--- config.mk ---
export PLATFORM = sky130hd
export DESIGN_NAME = mux_rr_arbiter
export DESIGN_NICKNAME = d
export VERILOG_FILES = /design/src/rtl/mux_rr_arbiter.sv
export SDC_FILE = /design/constraint.sdc
export NUM_CORES = 1
export LEC_CHECK = 0
export ABC_AREA = 1
export BUFFER_PORTS_ARGS = -buffer_cell sky130_fd_sc_hd__buf_2
export CAP_MARGIN = 30
export CORE_ASPECT_RATIO = 2
export CORE_MARGIN = 2
export CORE_UTILIZATION = 57
export CTS_CLUSTER_SIZE = 30
export DETAILED_ROUTE_END_ITERATION = 10
export GPL_ROUTABILITY_DRIVEN = 0
export PLACE_DENSITY_LB_ADDON = 0.25
export SYNTH_ARGS = -nofsm -noshare
export SYNTH_HDL_FRONTEND = slang
export SYNTH_SLANG_ARGS = --single-unit
--- constraint.sdc ---
create_clock -name clock_i -period 3.11 [get_ports clock_i]
set_clock_uncertainty 0.05 [all_clocks]
set_input_delay 0.1555 -clock clock_i [delete_from_list [all_inputs] [get_ports clock_i]]
set_output_delay 0.1555 -clock clock_i [all_outputs]
set_load 0.03 [all_outputs]
--- src/rtl/mux_rr_arbiter.sv ---
// Round-robin owner of a shared 8:1 strobed mux; registered outputs, two-cycle grant latency.
// Define MUX_RR_ARB_PREEMPT_EN to build the MAX_HOLD preemption counter.
module mux_rr_arbiter #(
  parameter int unsigned MAX_HOLD = 15
) (
  input  logic       clock_i,
  input  logic       reset_i,
  input  logic [7:0] req_i,
  output logic [7:0] gnt_o,
  output logic [2:0] sel_o,
  output logic       strobe_n_o,
  output logic       busy_o,
  output logic [2:0] owner_o
);

  typedef enum logic [1:0] {IDLE, SETUP, ACTIVE, RELEASE} state_t;

  state_t     state_q, state_d;
  logic [7:0] gnt_q, gnt_d;
  logic [2:0] sel_q, sel_d;
  logic [2:0] owner_q, owner_d;
  logic       strobe_n_q, strobe_n_d;
  logic       busy_q, busy_d;

  logic       win_vld;
  logic [2:0] win_idx;
  logic [2:0] cand;
  logic       preempt;

  if (MAX_HOLD == 0 || MAX_HOLD > 255) begin : g_bad_hold
    $error("MAX_HOLD must be in 1..255");
  end

  // Scan owner+1 .. owner+8 (wraps back to owner itself last).
  always_comb begin
    win_vld = 1'b0;
    win_idx = owner_q;
    cand    = '0;
    for (int i = 1; i <= 8; i++) begin
      cand = owner_q + 3'(i);
      if (!win_vld && req_i[cand]) begin
        win_vld = 1'b1;
        win_idx = cand;
      end
    end
  end

`ifdef MUX_RR_ARB_PREEMPT_EN
  localparam logic [7:0] HoldMax = 8'(MAX_HOLD);

  logic [7:0] cnt_q, cnt_d;

  always_comb begin
    cnt_d = cnt_q;
    if (state_q == SETUP) begin
      cnt_d = '0;
    end else if (state_q == ACTIVE && cnt_q != HoldMax) begin
      cnt_d = cnt_q + 8'd1;
    end
  end

  always_ff @(posedge clock_i or posedge reset_i) begin
    if (reset_i) begin
      cnt_q <= '0;
    end else begin
      cnt_q <= cnt_d;
    end
  end

  // gnt_q is one-hot of the owner while ACTIVE, so this masks the owner out.
  assign preempt = (cnt_q == HoldMax) && (|(req_i & ~gnt_q));
`else
  assign preempt = 1'b0;
`endif

  always_comb begin
    state_d    = state_q;
    gnt_d      = gnt_q;
    sel_d      = sel_q;
    owner_d    = owner_q;
    strobe_n_d = strobe_n_q;
    case (state_q)
      IDLE, RELEASE: begin
        gnt_d      = '0;
        strobe_n_d = 1'b1;
        if (win_vld) begin
          state_d = SETUP;
          sel_d   = win_idx;
          owner_d = win_idx;
        end else begin
          state_d = IDLE;
        end
      end
      SETUP: begin
        state_d    = ACTIVE;
        gnt_d      = 8'd1 << sel_q;
        strobe_n_d = 1'b0;
      end
      ACTIVE: begin
        if (!req_i[sel_q] || preempt) begin
          state_d    = RELEASE;
          gnt_d      = '0;
          strobe_n_d = 1'b1;
        end
      end
      default: state_d = IDLE;
    endcase
    busy_d = (state_d != IDLE);
  end

  always_ff @(posedge clock_i or posedge reset_i) begin
    if (reset_i) begin
      state_q    <= IDLE;
      gnt_q      <= '0;
      sel_q      <= '0;
      owner_q    <= 3'd7;
      strobe_n_q <= 1'b1;
      busy_q     <= 1'b0;
    end else begin
      state_q    <= state_d;
      gnt_q      <= gnt_d;
      sel_q      <= sel_d;
      owner_q    <= owner_d;
      strobe_n_q <= strobe_n_d;
      busy_q     <= busy_d;
    end
  end

  assign gnt_o      = gnt_q;
  assign sel_o      = sel_q;
  assign strobe_n_o = strobe_n_q;
  assign busy_o     = busy_q;
  assign owner_o    = owner_q;

endmodule

=== After elaboration in Yosys (flattened, before gate mapping) ===
Index checks and enable logic that the tools add are counted.

* $add $sub $neg: 7
* $lt $le $gt $ge: 9
* Equal/unequal tests: 4
* Shifts and indexed selects: 1
* Multiplexer cells: 41
* Reductions and logical operators: 18

{| class="wikitable"
|+ Operators by type and width
! operator !! number
|-
| 3-bit by 4-bit < comparator with 1-bit output, second input constant || 9
|-
| 1-bit binary-select mux with 3-bit select || 9
|-
| 3-bit 2-to-1 mux || 8
|-
| 8-bit one-hot mux with 3 select lines || 1
|-
| 1-bit 2-to-1 mux || 19
|-
| 3-bit adder, second input constant || 4
|-
| 8-bit 2-to-1 mux || 1
|-
| 1-bit by 3-bit << shifter with 8-bit output, first input constant || 1
|-
| 1-bit logical AND || 7
|-
| 1-bit zero test || 7
|-
| 3-bit by 2-bit adder with 3-bit output, second input constant || 2
|-
| 2-bit one-hot mux with 3 select lines || 1
|-
| 2-bit equality test, second input constant || 2
|-
| 3-bit by 1-bit adder with 3-bit output, second input constant || 1
|-
| 1-bit one-hot mux with 3 select lines || 1
|-
| 2-bit by 1-bit equality test with 1-bit output, second input constant || 1
|-
| 2-bit zero test || 1
|-
| 2-bit 2-to-1 mux || 1
|-
| 2-bit inequality test, second input constant || 1
|-
| 2-bit AND reduction || 1
|-
| 2-bit nonzero test || 1
|-
| 2-bit OR reduction || 1
|}

* Register bits after elaboration: 18
* Input port bits: 10
* Output and inout bits: 16
* Logic and storage cells: 86

=== Depth between registers and ports, before layout ===
* Word-level depth: 28
* Mapped depth: 20

=== Worst setup path before layout ===
Ideal clock, no wire load.

* Kind: reg2reg
* Start: register owner_q[0] (netlist: owner_o[0])
* End: register busy_q (netlist: busy_o)
* Setup time: 0.124 ns
* Data arrival time: 2.385 ns
* Required time: 2.936 ns
* Path slack: 0.550 ns
* Cell stages (with the launch flop): 16
* Path buffers: 2
* Period minus slack after synthesis: 2.560 ns
* Cells stage by stage: dfstp_2 > inv_2 > buf_6 > ha_1 > buf_2 > inv_2 > nand3_1 > nand3_2 > nand2_2 > nor2_4 > nand4_2 > nor2_2 > nand3_2 > nand2_4 > o21ai_2 > or2_1

* Word-level cells in the longest chain between the ends: 28

{| class="wikitable"
|+ RTL lines
! element !! line !! source
|-
| start: declaration || 21 || <nowiki>logic [2:0] owner_q, owner_d;</nowiki>
|-
| start signal: assignment || 123 || <nowiki>owner_q <= owner_d;</nowiki>
|-
| 3-bit by 1-bit adder with 3-bit output || 40 || <nowiki>cand = owner_q + 3'(i);</nowiki>
|-
| 1-bit binary-select mux with 3-bit select || 41 || <nowiki>if (!win_vld && req_i[cand]) begin</nowiki>
|-
| 1-bit 2-to-1 mux (implied by the code) || 41 ||
|-
| 1-bit 2-to-1 mux || 41 ||
|-
| 1-bit zero test || 41 ||
|-
| 1-bit logical AND || 41 ||
|-
| 1-bit 2-to-1 mux || 41 ||
|-
| 1-bit zero test || 41 ||
|-
| [... 14 more ...] || - ||
|-
| 1-bit zero test || 41 ||
|-
| 1-bit logical AND || 41 ||
|-
| 1-bit 2-to-1 mux (*) || 41 ||
|-
| 1-bit 2-to-1 mux (*) || 86 || <nowiki>if (win_vld) begin</nowiki>
|-
| 2-bit one-hot mux with 3 select lines (*) || 82 || <nowiki>case (state_q)</nowiki>
|-
| named net state_d[0] || 18 || <nowiki>state_t state_q, state_d;</nowiki>
|-
| 2-bit nonzero test (*) || 108 || <nowiki>busy_d = (state_d != IDLE);</nowiki>
|-
| named net busy_d || 23 || <nowiki>logic busy_q, busy_d;</nowiki>
|-
| end signal: assignment || 125 || <nowiki>busy_q <= busy_d;</nowiki>
|-
| end: declaration || 23 ||
|}

Mark *: on every way through the listed nets, which the timed path passes. The rest lies on a longest branch. The select of a mux whose other input is x is not followed.
A chain may end at the register's enable or synchronous reset.

=== Final worst setup path ===
* Start: register owner_q[1] (netlist: owner_o[1])
* End: register sel_q[2] (netlist: sel_o[2])

* Word-level cells in the longest chain between the ends: 26

{| class="wikitable"
|+ RTL lines
! element !! line !! source
|-
| 3-bit by 1-bit adder with 3-bit output || 40 ||
|-
| 1-bit binary-select mux with 3-bit select || 41 ||
|-
| 1-bit 2-to-1 mux (implied by the code) || 41 ||
|-
| 1-bit 2-to-1 mux || 41 ||
|-
| 1-bit zero test || 41 ||
|-
| 1-bit logical AND || 41 ||
|-
| 1-bit 2-to-1 mux || 41 ||
|-
| 1-bit zero test || 41 ||
|-
| [... 10 more ...] || - ||
|-
| 1-bit 2-to-1 mux || 41 ||
|-
| 1-bit zero test || 41 ||
|-
| 1-bit logical AND || 41 ||
|-
| 1-bit 2-to-1 mux || 41 ||
|-
| 1-bit zero test || 41 ||
|-
| 1-bit logical AND || 41 ||
|-
| 1-bit 2-to-1 mux || 41 ||
|-
| 2-bit AND reduction (no line) || - ||
|-
| end signal: assignment || 122 || <nowiki>sel_q <= sel_d;</nowiki>
|-
| end: declaration || 20 || <nowiki>logic [2:0] sel_q, sel_d;</nowiki>
|}

Several ways; a longest one is shown, not always the timed one. The select of a mux whose other input is x is not followed.

==> summary.txt <==
Status: complete, no violations
FF-to-FF Start: owner_o[1]$_DFFE_PP1P_
Hold Vio Cnt, Final: 0
Clock Tree Buf Depth: 2
PortBufs: 25
Post-DP Area: 1762 sq um
Crit path DAT: 2.64 ns
Top cells by area, synth: dfrtp_1 (22%), nand2_1 (20%), nand3_1 (9.2%)
Hold path start: strobe_n_o$_DFFE_PP1P_
Cells after synthesis: 249
Initial Util: 59.40%
Die Area: 3321 sq um
Max Slew Vio Count: 0
Crit-path max FO: 9
Syn_nets: 263
HPWL after detailed placement: 3.480 mm
Worst r2r dst: sel_o[2]$_DFFE_PP0P_
Met2 routed WL: 2.363 mm
Slew headroom: 55.97%
Post-synth top flop: dfrtp_1
Tcrit/Tclk final: 81.85%
DRT iter0 DRCs: 42
CP required: 3.20 ns
EDFF count, synth: 0
Row cnt: 27
Core Area: 2736 sq um
Nets: 291
Critical Path Start Type: flip-flop
Highest metal used: met4
Vias in the first global route: 1658
Ys async rst share: 100.0%
DRC Markers: 0
HP Class: flip-flop to flip-flop
Min-Delay Path Depth: 2
Largest net degree at the start of global routing: 19
First-pass GRT wire length: 6.948 mm
Tmin final: 2.545 ns
Total clock buffers created by CTS: 3
Die width: 41.76 um
Die Y: 79.52 um
Post-synth cell types: 30
Layout cells sized above 1: 25.00%
Initial antenna violation count: 0
Area grow syn2layout: 12.39%
Synthesized cell area: 1625 sq um
Total iterations of the first detailed-routing run: 5
Synth warn: 0
Routed Wire Length: 4.222 mm
Post-CTS Setup Inserts: 0
Cell area after layout: 1827 sq um
Final ANT Viol Nets: 0
Top cells by count, synth: nand2_1 (87), inv_1 (36), nand3_1 (30)
Register area share after synthesis: 28.02%
Total Routing Usage GR: 27.50%
H-tree depth: 1
Reg clk slew, reported paths: 0.06 ns
Synth Area per Inst: 6.527 sq um
GRT overflow: 0
Yosys top cell area share: 21.56%
Max Cap Viol: 0
Synth Register Bits: 18
Fill cell count: 263
CTS sink cnt: 18
Crit end category: flip-flop
F_max: 392.9 MHz
Worst-margin pin slew: 0.6598 ns
Via/cell ratio: 5.482
Sum Neg Setup Slack: 0 ns
Reg2reg path depth: 13
Synth area leader: dfrtp_1
Root buffer cell: clkbuf_8
RSZ-0062 raised after global routing: no
Endpoints failing setup: 0
Metal3 WL: 122 um
# diodes: 0
CTS tree: built
Worst-skew pair later-pin latency: 0.25 ns
Via count: 1672
R2R Setup Slk: 0.56 ns
DR WL/cell: 13.84 um
Most frequent cell after synthesis: nand2_1
M1 WL: 1.428 mm
I/O pin cnt: 26
Hold Path End: strobe_n_o$_DFFE_PP1P_
Critical path class: flip-flop to flip-flop
## layout by cell type (no fill, tap or decap), types with 2 or more instances in the layout
cell type | netlist | routed
a21oi_1 | 2 | 2
buf_4 | 0 | 3
dfstp_2 | 4 | 4
dfrtp_1 | 14 | 14
inv_1 | 36 | 36
ha_1 | 4 | 4
clkbuf_8 | 0 | 4
nand2_1 | 87 | 87
nand4_1 | 4 | 4
nor2_2 | 2 | 2
nand3_1 | 30 | 30
o21ai_0 | 13 | 13
buf_2 | 2 | 25
nand2_2 | 6 | 6
nand3_2 | 10 | 10
nand2_4 | 3 | 3
inv_2 | 5 | 5
nor2_1 | 11 | 11
## final cells by class
class                      count  area [sq um]  share of cell area (%)
clock buffer                   4         55.05                   3.014
inverter                      42         157.7                   8.630
multi-input combinational    183         964.7                   52.81
sequential                    18         455.4                   24.93
tap                           29         36.28                   1.986
timing repair buffer          29         157.7                   8.630
## how the worst max path moves through the flow
stage,start,to,slack (ns),cells past startpoint
finish,owner_o[1]$_DFFE_PP1P_,sel_o[2]$_DFFE_PP0P_,0.56,13
global route,owner_o[1]$_DFFE_PP1P_,sel_o[2]$_DFFE_PP0P_,0.41,13
CTS,owner_o[1]$_DFFE_PP1P_,busy_o$_DFF_PP0_,0.60,13
detailed placement,owner_o[1]$_DFFE_PP1P_,busy_o$_DFF_PP0_,0.61,13
global placement,owner_o[1]$_DFFE_PP1P_,busy_o$_DFF_PP0_,0.65,13
floorplan,owner_o[0]$_DFFE_PP1P_,busy_o$_DFF_PP0_,0.55,15
## stage by stage
stage	hold slack (ns)	instances	setup slack [ns]	util, %
final	0.4621	305	0.5646	66.76
after global routing	0.4848	305	0.4080	66.76
after CTS	0.4642	305	0.5953	66.76
after detailed placement	0.2279	300	0.6125	64.38
after global placement	0.2192	300	0.6498	64.38
after floorplan	0.04115	249	0.5504	-
## cell families (layout without fill, tap and decap cells)
logic type,count (synthesis),in the layout,share of synthesized area (%)
and+or+nand+nor,157,157,46.96
buffers and inverters,48,75,12.62
AOI/OAI and AO/OA,19,19,6.775
DFF,18,18,28.02
adders and majority gates,4,4,3.079
xor gates and xnor gates,3,3,2.541
## per-layer routing
layer	track usage, %	up-vias
li1	-	831
met1	24.46	758
met2	52.66	57
met3	2.262	26
met4	23.23	0
met5	0	-
## critical path, cell delays in order (launching register included)
cell     delay (ns)
dfstp_2        0.54
inv_2          0.07
ha_1           0.48
inv_2          0.10
nand3_1        0.10
nand2_1        0.07
o21ai_0        0.41
nand4_1        0.25
nand2_1        0.11
inv_1          0.04
nand2_1        0.05
nand2_1        0.04
nand2_1        0.07
nand2_1        0.05
## flip-flops by register name, summed over array words and instances (netlist names)
| register | cells |
|---|---|
| gnt_o | 8 |
| owner_o | 3 |
| sel_o | 3 |
| state_q | 2 |
| busy_o | 1 |
| strobe_n_o | 1 |
## timing repair
action	CTS	global route
hold buffers	1	0
endpoints found under the hold margin	14	0
gates resized for setup	0	0
Power is not shown: default switching activity piles up to over one toggle a cycle in this logic, so the estimate is an artifact.
